==> src/rtl/snoop_bus_arbiter.sv <==
// Two-CPU snooping coherence bus arbiter: round-robin owner select, tag snoop of the other cache,
// then grant / data-source select / remote invalidate. Optional WAIT watchdog enabled by `BUS_WDOG_EN.
module snoop_bus_arbiter #(
  parameter int unsigned SNOOP_CYCLES = 1,
  parameter int unsigned TIMEOUT      = 64
) (
  input  logic        clk,
  input  logic        rst,
  input  logic        read_miss0,
  input  logic        read_miss1,
  input  logic        write_miss0,
  input  logic        write_miss1,
  input  logic        invalidate0,
  input  logic        invalidate1,
  input  logic [10:0] BICO0,
  input  logic [10:0] BICO1,
  input  logic        cpu_search_found0,
  input  logic        cpu_search_found1,
  input  logic [1:0]  block_state0,
  input  logic [1:0]  block_state1,
  output logic        grant0,
  output logic        grant1,
  output logic        cpu_search0,
  output logic        cpu_search1,
  output logic [10:0] BOCI0,
  output logic [10:0] BOCI1,
  output logic        cpu_datasel0,
  output logic        cpu_datasel1,
  output logic        invalidate_from_other_cpu0,
  output logic        invalidate_from_other_cpu1,
  output logic        snoop_dirty,
  output logic        bus_err,
  output logic [1:0]  state_dbg
);

  typedef enum logic [1:0] {
    ST_IDLE  = 2'd0,
    ST_SNOOP = 2'd1,
    ST_RESP  = 2'd2,
    ST_WAIT  = 2'd3
  } state_e;

  typedef enum logic [1:0] {
    TY_READ  = 2'd0,
    TY_WRITE = 2'd1,
    TY_INV   = 2'd2
  } txn_e;

  localparam logic [3:0] SNOOP_LAST = 4'(SNOOP_CYCLES - 1);

  // Handshake: a CPU raises read_miss/write_miss/invalidate (level) and must hold it until its
  // one-cycle grant; the transaction is owned until the owner drops the request in WAIT.
  logic [1:0]  req;
  logic        req_owner;
  logic        found_other;
  logic [1:0]  state_other;

  state_e      state_q, state_d;
  txn_e        type_q, type_d;
  logic        owner_q, owner_d;
  logic        rr_q, rr_d;
  logic [10:0] tag_q, tag_d;
  logic [3:0]  cnt_q, cnt_d;
  logic        found_q, found_d;
  logic        dirty_q, dirty_d;

  logic [1:0]  grant_q, grant_d;
  logic [1:0]  search_q, search_d;
  logic [1:0]  dsel_q, dsel_d;
  logic [1:0]  inv_q, inv_d;
  logic [10:0] boci0_q, boci0_d;
  logic [10:0] boci1_q, boci1_d;
  logic        snoop_dirty_q, snoop_dirty_d;

`ifdef BUS_WDOG_EN
  localparam logic [15:0] WDOG_LAST = 16'(TIMEOUT - 1);
  logic [15:0] wdog_q, wdog_d;
  logic        bus_err_q, bus_err_d;
`else
  logic [15:0] timeout_unused;
  assign timeout_unused = 16'(TIMEOUT);
`endif

  function automatic txn_e pick_type(input logic wm, input logic rm);
    if (wm) return TY_WRITE;
    if (rm) return TY_READ;
    return TY_INV;
  endfunction

  assign req = {read_miss1 | write_miss1 | invalidate1, read_miss0 | write_miss0 | invalidate0};
  assign req_owner   = owner_q ? req[1] : req[0];
  // The snooped cache is always the one that does not own the bus.
  assign found_other = owner_q ? cpu_search_found0 : cpu_search_found1;
  assign state_other = owner_q ? block_state0 : block_state1;

  always_comb begin
    state_d = state_q;
    owner_d = owner_q;
    type_d  = type_q;
    tag_d   = tag_q;
    cnt_d   = cnt_q;
    found_d = found_q;
    dirty_d = dirty_q;
    rr_d    = rr_q;
`ifdef BUS_WDOG_EN
    wdog_d    = wdog_q;
    bus_err_d = bus_err_q;
`endif
    case (state_q)
      ST_IDLE: begin
        if (|req) begin
          owner_d = (&req) ? rr_q : req[1];
          if (owner_d) begin
            type_d = pick_type(write_miss1, read_miss1);
            tag_d  = BICO1;
          end else begin
            type_d = pick_type(write_miss0, read_miss0);
            tag_d  = BICO0;
          end
          cnt_d   = SNOOP_LAST;
          found_d = 1'b0;
          dirty_d = 1'b0;
          state_d = ST_SNOOP;
        end
      end
      ST_SNOOP: begin
        if (cnt_q == 4'd0) begin
          found_d = found_other;
          dirty_d = found_other & (state_other == 2'b10);
          state_d = ST_RESP;
        end else begin
          cnt_d = cnt_q - 4'd1;
        end
      end
      ST_RESP: begin
        rr_d    = ~owner_q;
        state_d = ST_WAIT;
`ifdef BUS_WDOG_EN
        wdog_d  = 16'd0;
`endif
      end
      ST_WAIT: begin
        if (!req_owner) begin
          state_d = ST_IDLE;
        end
`ifdef BUS_WDOG_EN
        else if (wdog_q == WDOG_LAST) begin
          bus_err_d = 1'b1;
          state_d   = ST_IDLE;
        end else begin
          wdog_d = wdog_q + 16'd1;
        end
`endif
      end
      default: state_d = ST_IDLE;
    endcase
  end

  // Outputs are registered from the next-state view so they line up with the state they describe.
  always_comb begin
    grant_d       = 2'b00;
    search_d      = 2'b00;
    dsel_d        = 2'b00;
    inv_d         = 2'b00;
    snoop_dirty_d = 1'b0;
    boci0_d       = 11'd0;
    boci1_d       = 11'd0;
    if (state_d != ST_IDLE) begin
      boci0_d = tag_d;
      boci1_d = tag_d;
    end
    case (state_d)
      ST_SNOOP: search_d[~owner_d] = 1'b1;
      ST_RESP: begin
        grant_d[owner_d] = 1'b1;
        dsel_d[owner_d]  = found_d & (type_d != TY_INV);
        inv_d[~owner_d]  = found_d & (type_d != TY_READ);
        snoop_dirty_d    = dirty_d;
      end
      default: ;
    endcase
  end

  always_ff @(posedge clk) begin
    if (rst) begin
      state_q       <= ST_IDLE;
      type_q        <= TY_READ;
      owner_q       <= 1'b0;
      rr_q          <= 1'b0;
      tag_q         <= 11'd0;
      cnt_q         <= 4'd0;
      found_q       <= 1'b0;
      dirty_q       <= 1'b0;
      grant_q       <= 2'b00;
      search_q      <= 2'b00;
      dsel_q        <= 2'b00;
      inv_q         <= 2'b00;
      boci0_q       <= 11'd0;
      boci1_q       <= 11'd0;
      snoop_dirty_q <= 1'b0;
`ifdef BUS_WDOG_EN
      wdog_q        <= 16'd0;
      bus_err_q     <= 1'b0;
`endif
    end else begin
      state_q       <= state_d;
      type_q        <= type_d;
      owner_q       <= owner_d;
      rr_q          <= rr_d;
      tag_q         <= tag_d;
      cnt_q         <= cnt_d;
      found_q       <= found_d;
      dirty_q       <= dirty_d;
      grant_q       <= grant_d;
      search_q      <= search_d;
      dsel_q        <= dsel_d;
      inv_q         <= inv_d;
      boci0_q       <= boci0_d;
      boci1_q       <= boci1_d;
      snoop_dirty_q <= snoop_dirty_d;
`ifdef BUS_WDOG_EN
      wdog_q        <= wdog_d;
      bus_err_q     <= bus_err_d;
`endif
    end
  end

  assign grant0                     = grant_q[0];
  assign grant1                     = grant_q[1];
  assign cpu_search0                = search_q[0];
  assign cpu_search1                = search_q[1];
  assign BOCI0                      = boci0_q;
  assign BOCI1                      = boci1_q;
  assign cpu_datasel0               = dsel_q[0];
  assign cpu_datasel1               = dsel_q[1];
  assign invalidate_from_other_cpu0 = inv_q[0];
  assign invalidate_from_other_cpu1 = inv_q[1];
  assign snoop_dirty                = snoop_dirty_q;
  assign state_dbg                  = state_q;
`ifdef BUS_WDOG_EN
  assign bus_err                    = bus_err_q;
`else
  assign bus_err                    = 1'b0;
`endif

  a_grant_onehot: assert property (@(posedge clk) disable iff (rst) !(grant_q[0] && grant_q[1]));
  a_grant_in_resp: assert property (@(posedge clk) disable iff (rst)
    ((grant_q != 2'b00) == (state_q == ST_RESP)));

endmodule

==> config.mk <==
export PLATFORM = sky130hd
export DESIGN_NAME = snoop_bus_arbiter
export DESIGN_NICKNAME = d
export VERILOG_FILES = /design/src/rtl/snoop_bus_arbiter.sv
export SDC_FILE = /design/constraint.sdc
export NUM_CORES = 1
export LEC_CHECK = 0
export CORE_ASPECT_RATIO = 1.75
export CORE_MARGIN = 8
export CORE_UTILIZATION = 43
export DETAILED_ROUTE_END_ITERATION = 10
export HOLD_SLACK_MARGIN = 0.06
export PLACE_DENSITY = 0.8
export SETUP_SLACK_MARGIN = 0.05
export SLEW_MARGIN = 20
export SYNTH_ARGS = -nofsm -noshare
export SYNTH_HDL_FRONTEND = slang
export SYNTH_SLANG_ARGS = --single-unit
export TNS_END_PERCENT = 1
==> constraint.sdc <==
create_clock -name clk -period 2.5 [get_ports clk]
set_clock_uncertainty 0.2 [all_clocks]
set_input_delay 0.5 -clock clk [delete_from_list [all_inputs] [get_ports clk]]
set_output_delay 0.5 -clock clk [all_outputs]
set_load 0.005 [all_outputs]
Word-level counts from Yosys, hierarchy flattened --
Cells that the tools add are included.
Operators by class: muxes and demuxes 55, $add $sub $neg 1, bitwise logic cells 14, $lt $le $gt $ge 4, reductions and logical operators 13, equal/unequal tests 9
Operators by type and width (count):
- $mux W11 | 3
- $mux W2 | 15
- $mux W1 | 29
- $eq A2 B2 Y1 const B | 4
- $mux W4 | 2
- $pmux W2 S4 | 1
- $pmux W4 S2 | 1
- $reduce_or A2 Y1 | 4
- $ne A2 B2 Y1 const B | 3
- $reduce_bool A2 Y1 | 3
- $not A1 Y1 | 5
- $and A2 B2 Y2 | 2
- $eq A2 B1 Y1 const B | 2
- $logic_not A4 Y1 | 1
- $lt A1 B2 Y1 const B | 2
- $or A1 B1 Y1 | 4
- $pmux W1 S2 | 2
- $sub A4 B1 Y4 const B | 1
- $and A1 B1 Y1 | 3
- $reduce_and A3 Y1 | 1
- $demux W1 S1 | 2
- $ge A1 B1 Y1 const B | 2
- $logic_and A1 B1 Y1 | 2
- $logic_not A2 Y1 | 1
- $reduce_and A2 Y1 | 1
Word-level totals: logic and storage cells 110, bits in registers 43, input bits 36, output and inout port bits 34

Logic depth before layout (Yosys ltp) --
depth in word-level cells 19, gate-level depth with buffers 8, gate-level depth less buffers 7

Least setup slack after synthesis --
Ideal clock, no wire load.
path kind input -> register, from input port read_miss1, to register boci1_q[0] (netlist: BOCI1[0]), data required time 2182 ps, data arrival time 1714 ps, stages on the path 6, buffers on the path 1, setup slack 468 ps, setup time 118 ps, cells stage by stage or3_1 -> a211o_1 -> buf_2 -> o22a_1 -> o21ai_1 -> nor2_1
On the way: word-level cells in the longest chain between the ends 8, elaborated cells between the ends (all ways) 15, classes of those cells 8 x mux; 3 x bitwise; 4 x reduce/logical
RTL lines:
- start: declaration | RTL line 10 | input logic read_miss1,
- $or A1 B1 Y1 (*) (2 in a row) | RTL line 90 | assign req = {read_miss1 | write_miss1 | invalidate1, read_miss0 | write_miss0 | invalidate0};
- $mux W1 / $reduce_or A2 Y1 (equally long branches) | RTL line 91, 111
- $mux W2 (on tied branches) | RTL line 143, 111
- $pmux W2 S4 | RTL line 109 | case (state_q)
- $reduce_bool A2 Y1 | RTL line 168 | if (state_d != ST_IDLE) begin
- $not A1 Y1 (no line)
- $reduce_or A2 Y1 (no line)
- end signal: assignment | RTL line 219 | boci1_q <= boci1_d;
- end: declaration | RTL line 72 | logic [10:0] boci1_q, boci1_d;
Mark *: on every way between the ends. The rest lies on a longest branch, timed or not. A chain may end at the register's enable or synchronous reset.

Worst setup path after layout --
from input port read_miss1, to register dsel_q[0]
On the way: word-level cells in the longest chain between the ends 13, elaborated cells between the ends (all ways) 35, classes of those cells 2 x order compare; 2 x eq/ne; 22 x mux; 5 x bitwise; 4 x reduce/logical
RTL lines:
- $mux W1 (2 in a row) | RTL line 86 | if (rm) return TY_READ;
- $mux W1 | RTL line 113 | if (owner_d) begin
- $mux W1 | RTL line 111 | if (|req) begin
- $mux W1 | RTL line 109
- $mux W2 | RTL line 87 | return TY_INV;
- $mux W2 | RTL line 86
- $mux W2 | RTL line 113
- $mux W2 | RTL line 111
- $mux W2 | RTL line 109
- $ne A2 B2 Y1 | RTL line 176 | dsel_d[owner_d] = found_d & (type_d != TY_INV);
- $and A1 B1 Y1 | RTL line 176
- $and A2 B2 Y2 (no line)
- end signal: assignment | RTL line 216 | dsel_q <= dsel_d;
- end: declaration | RTL line 69 | logic [1:0] dsel_q, dsel_d;
Parallel ways exist; a longest one is shown, timed or not. The select of a mux whose other input is x is not followed.

==> results.json <==
{
  "synthCells": 192,
  "critical_path_class": "input pin to register",
  "synth-compound-area-share_pct": 20.5,
  "swShare_pct": 26.8,
  "dp_hpwl_um": 3570,
  "synth_ff_type": "dfxtp_1",
  "portBuffers": 68,
  "cts_max_path_buffers": 2,
  "min_period_over_period_pct": 89.7,
  "netlist_area_um2": 1750,
  "cp.depth": 6,
  "power_frac_comb_pct": 31.2,
  "cts_sinks": 42,
  "die_h_um": 100,
  "drive_gt1_share_pct": 15.2,
  "cp_top_family": "compound AO/OA/AOI/OAI gates",
  "routabilityCongestion": 0.823,
  "crit_chain": "clkdlybuf4s50_1 -> or3_1 -> a211o_1 -> o21ai_4 -> nor4b_2 -> a21boi_1",
  "diodes": 0,
  "final_cell_count_no_fill": 317,
  "leakage_nw": 1.02,
  "stdcell_area_um2": 2630,
  "wire_per_inst_um": 14.5,
  "timing.rr.start": "cnt_q[0]$_SDFFE_PP0P_",
  "post_cts_buffers": 0,
  "power_mw": 1.95,
  "critPathLaunch": "read_miss1",
  "postCtsHoldBufs": 0,
  "fill_cells": 326,
  "cts_tree": "yes",
  "grt_pass1_vias": 1684,
  "drtIter0Drc": 24,
  "finalWirelength_um": 4590,
  "die_w_um": 64.2,
  "ant_nets": 0,
  "synth_simple_gate_area_share_pct": 20.1,
  "min_from": "tag_q[2]$_SDFF_PP0_",
  "setup_tns_ns": 0,
  "period_needed_ns": 2.24,
  "p_switching_mw": 0.522,
  "crit_required_ns": 2.51,
  "yosysWarnings": 0,
  "synth_top_area_share_pct": 48.0,
  "dr.pass1.iters": 4,
  "holdCritPathClass": "register to register",
  "endpoint": "dsel_q[0]$_SDFF_PP0_",
  "fmax_mhz": 446,
  "synth_common_cells": "dfxtp_1 (42), nor2_1 (37), buf_4 (12), o22a_1 (12), o21ai_1 (10)",
  "grtUsageTotal_pct": 14.0,
  "antenna_found_initial": 0,
  "num_vias": 1647,
  "vias_per_cell": 5.20,
  "cp-start-kind": "input pin",
  "ys_top_cells_by_area": "dfxtp_1 (48%), nor2_1 (7.9%), o22a_1 (6.0%)",
  "multi_input_area_um2": 767,
  "synth_fa_ha_area_share_pct": 1.43,
  "syn_nets": 230,
  "synth_seq_area_share_pct": 48.0,
  "status": "completed",
  "power_density_nw_per_um2": 739,
  "yosysMostFrequentCell": "dfxtp_1",
  "start_util_pct": 44.8,
  "rsz0062_at_grt": "no",
  "synthMuxAreaShare_pct": 0.572,
  "finish.utilization_pct": 67.5,
  "cts-buffers-inserted": 5,
  "crit_arrival_ns": 2.26,
  "synth_seq_cells": 42,
  "cts_root_buffer": "clkbuf_8",
  "grt_max_degree": 18,
  "peakVddDrop_uv": 543,
  "slew_violations": 0,
  "ios": 70,
  "seq_area_um2": 841,
  "rows": 30,
  "grt_pass1_wl_um": 7370,
  "p_seq_share_pct": 42.5,
  "synth_cell_types": 46,
  "final_nets": 306,
  "hold_viol_final": 0,
  "synth_top_family_by_area": "compound AO/OA/AOI/OAI gates",
  "coreArea_um2": 3900,
  "clk_pin_slew_ns": 0.07,
  "synth_edf_count": 0,
  "intPower_mw": 1.42,
  "maxCapViolCount": 0,
  "area_growth_pct": 50.5,
  "grt_overflow": 0,
  "p_clk_share_pct": 26.3,
  "r2r_end": "inv_q[0]$_SDFF_PP0_",
  "slowest_stage": "clkdlybuf4s50_1",
  "drc_errors": 0,
  "cts_resized": 0,
  "ctsHtreeMaxLevel": 2,
  "crit_fanout": 5,
  "finalSetupViolCount": 0,
  "synth-xor-area-share_pct": 1.00,
  "syn_area_per_cell_um2": 9.12,
  "placed_area_um2": 2520,
  "reg2reg_slack_ns": 0.39,
  "synth-async-reset-ratio_pct": 0,
  "dp_cells": 309,
  "yosysTopAreaCell": "dfxtp_1",
  "max_stage_delay_ns": 0.42,
  "clk_latency_ns": 0.29,
  "worst_setup_path_end_kind": "register",
  "worst-path-buf-inv": 1,
  "reg2regPathDepth": 7,
  "die_area_um2": 6450
}
-- state kept, by name, summed over array words and instances, names as in the netlist, 2 cells and up --
name and count:
state_dbg 2, BOCI1 11, type_q 2, tag_q 11, cnt_q 4, search_q 2
grant_q 2, inv_q 2, dsel_q 2
-- through the flow --
step	setup WS, ns	hold slack, ns
CTS	0.243	0.301
global placement	-0.0352	0.271
global route	0.148	0.322
floorplan	0.468	0.247
finish	0.257	0.294
detailed placement	-0.0538	0.282
-- worst min path at each step --
stage	end	depth (start not counted)
5_1_grt	BOCI1[2]$_SDFF_PP0_	2
3_3_place_gp	BOCI1[5]$_SDFF_PP0_	2
4_1_cts	dsel_q[1]$_SDFF_PP0_	1
3_5_place_dp	tag_q[4]$_SDFF_PP0_	2
2_1_floorplan	dsel_q[0]$_SDFF_PP0_	1
6_report	BOCI1[2]$_SDFF_PP0_	2
-- cell usage in the layout (no fill, tap or decap), drive strengths merged, types with 3 or more instances in the layout --
cell type and n:
clkdlybuf4s50 68, dfxtp 42, nor2 37, buf 21
o21ai 13, o22a 12, nor3 11, a21oi 8
nand2 7, clkbuf 5, inv 5, a211oi 3
-- area by class of cell --
class | count | area share, %
flip-flops and latches | 42 | 31.9
repair buffers | 89 | 31.8
multi-input cells | 125 | 29.1
clock buffers | 5 | 2.61
well taps | 48 | 2.28
clock inverters | 3 | 1.52
inverters | 5 | 0.713
-- kinds of logic after synthesis --
kind of cell,after synthesis
AND/OR/NAND/NOR,69
AO/OA/AOI/OAI,50
flip-flops,42
buffers and inverters,25
adder cells (fa/ha/maj),2
XOR/XNOR,2
other,1
multiplexers,1
-- layer usage --
metal / global-route usage [%] / wire (um)
met5: 0 / 0
met4: 5.74 / 94
met3: 4.02 / 334
met2: 27.5 / 2510
met1: 12.8 / 1650
-- tightest hold or removal path: stages (launching register included) --
cell and delay (ns):
dfxtp_1 0.31, o21ai_1 0.08, nor2_1 0.07
-- power by group through the flow --
stage          combinational (mW)  clock, mW  sequential (mW)
2_1_floorplan               0.300          0            0.840
3_3_place_gp                0.599          0            0.839
5_1_grt                     0.661      0.550            0.838
6_report                    0.607      0.511            0.826
3_5_place_dp                0.613          0            0.842
4_1_cts                     0.617      0.523            0.827
No activity file was read; power rests on OpenSTA's default activity.
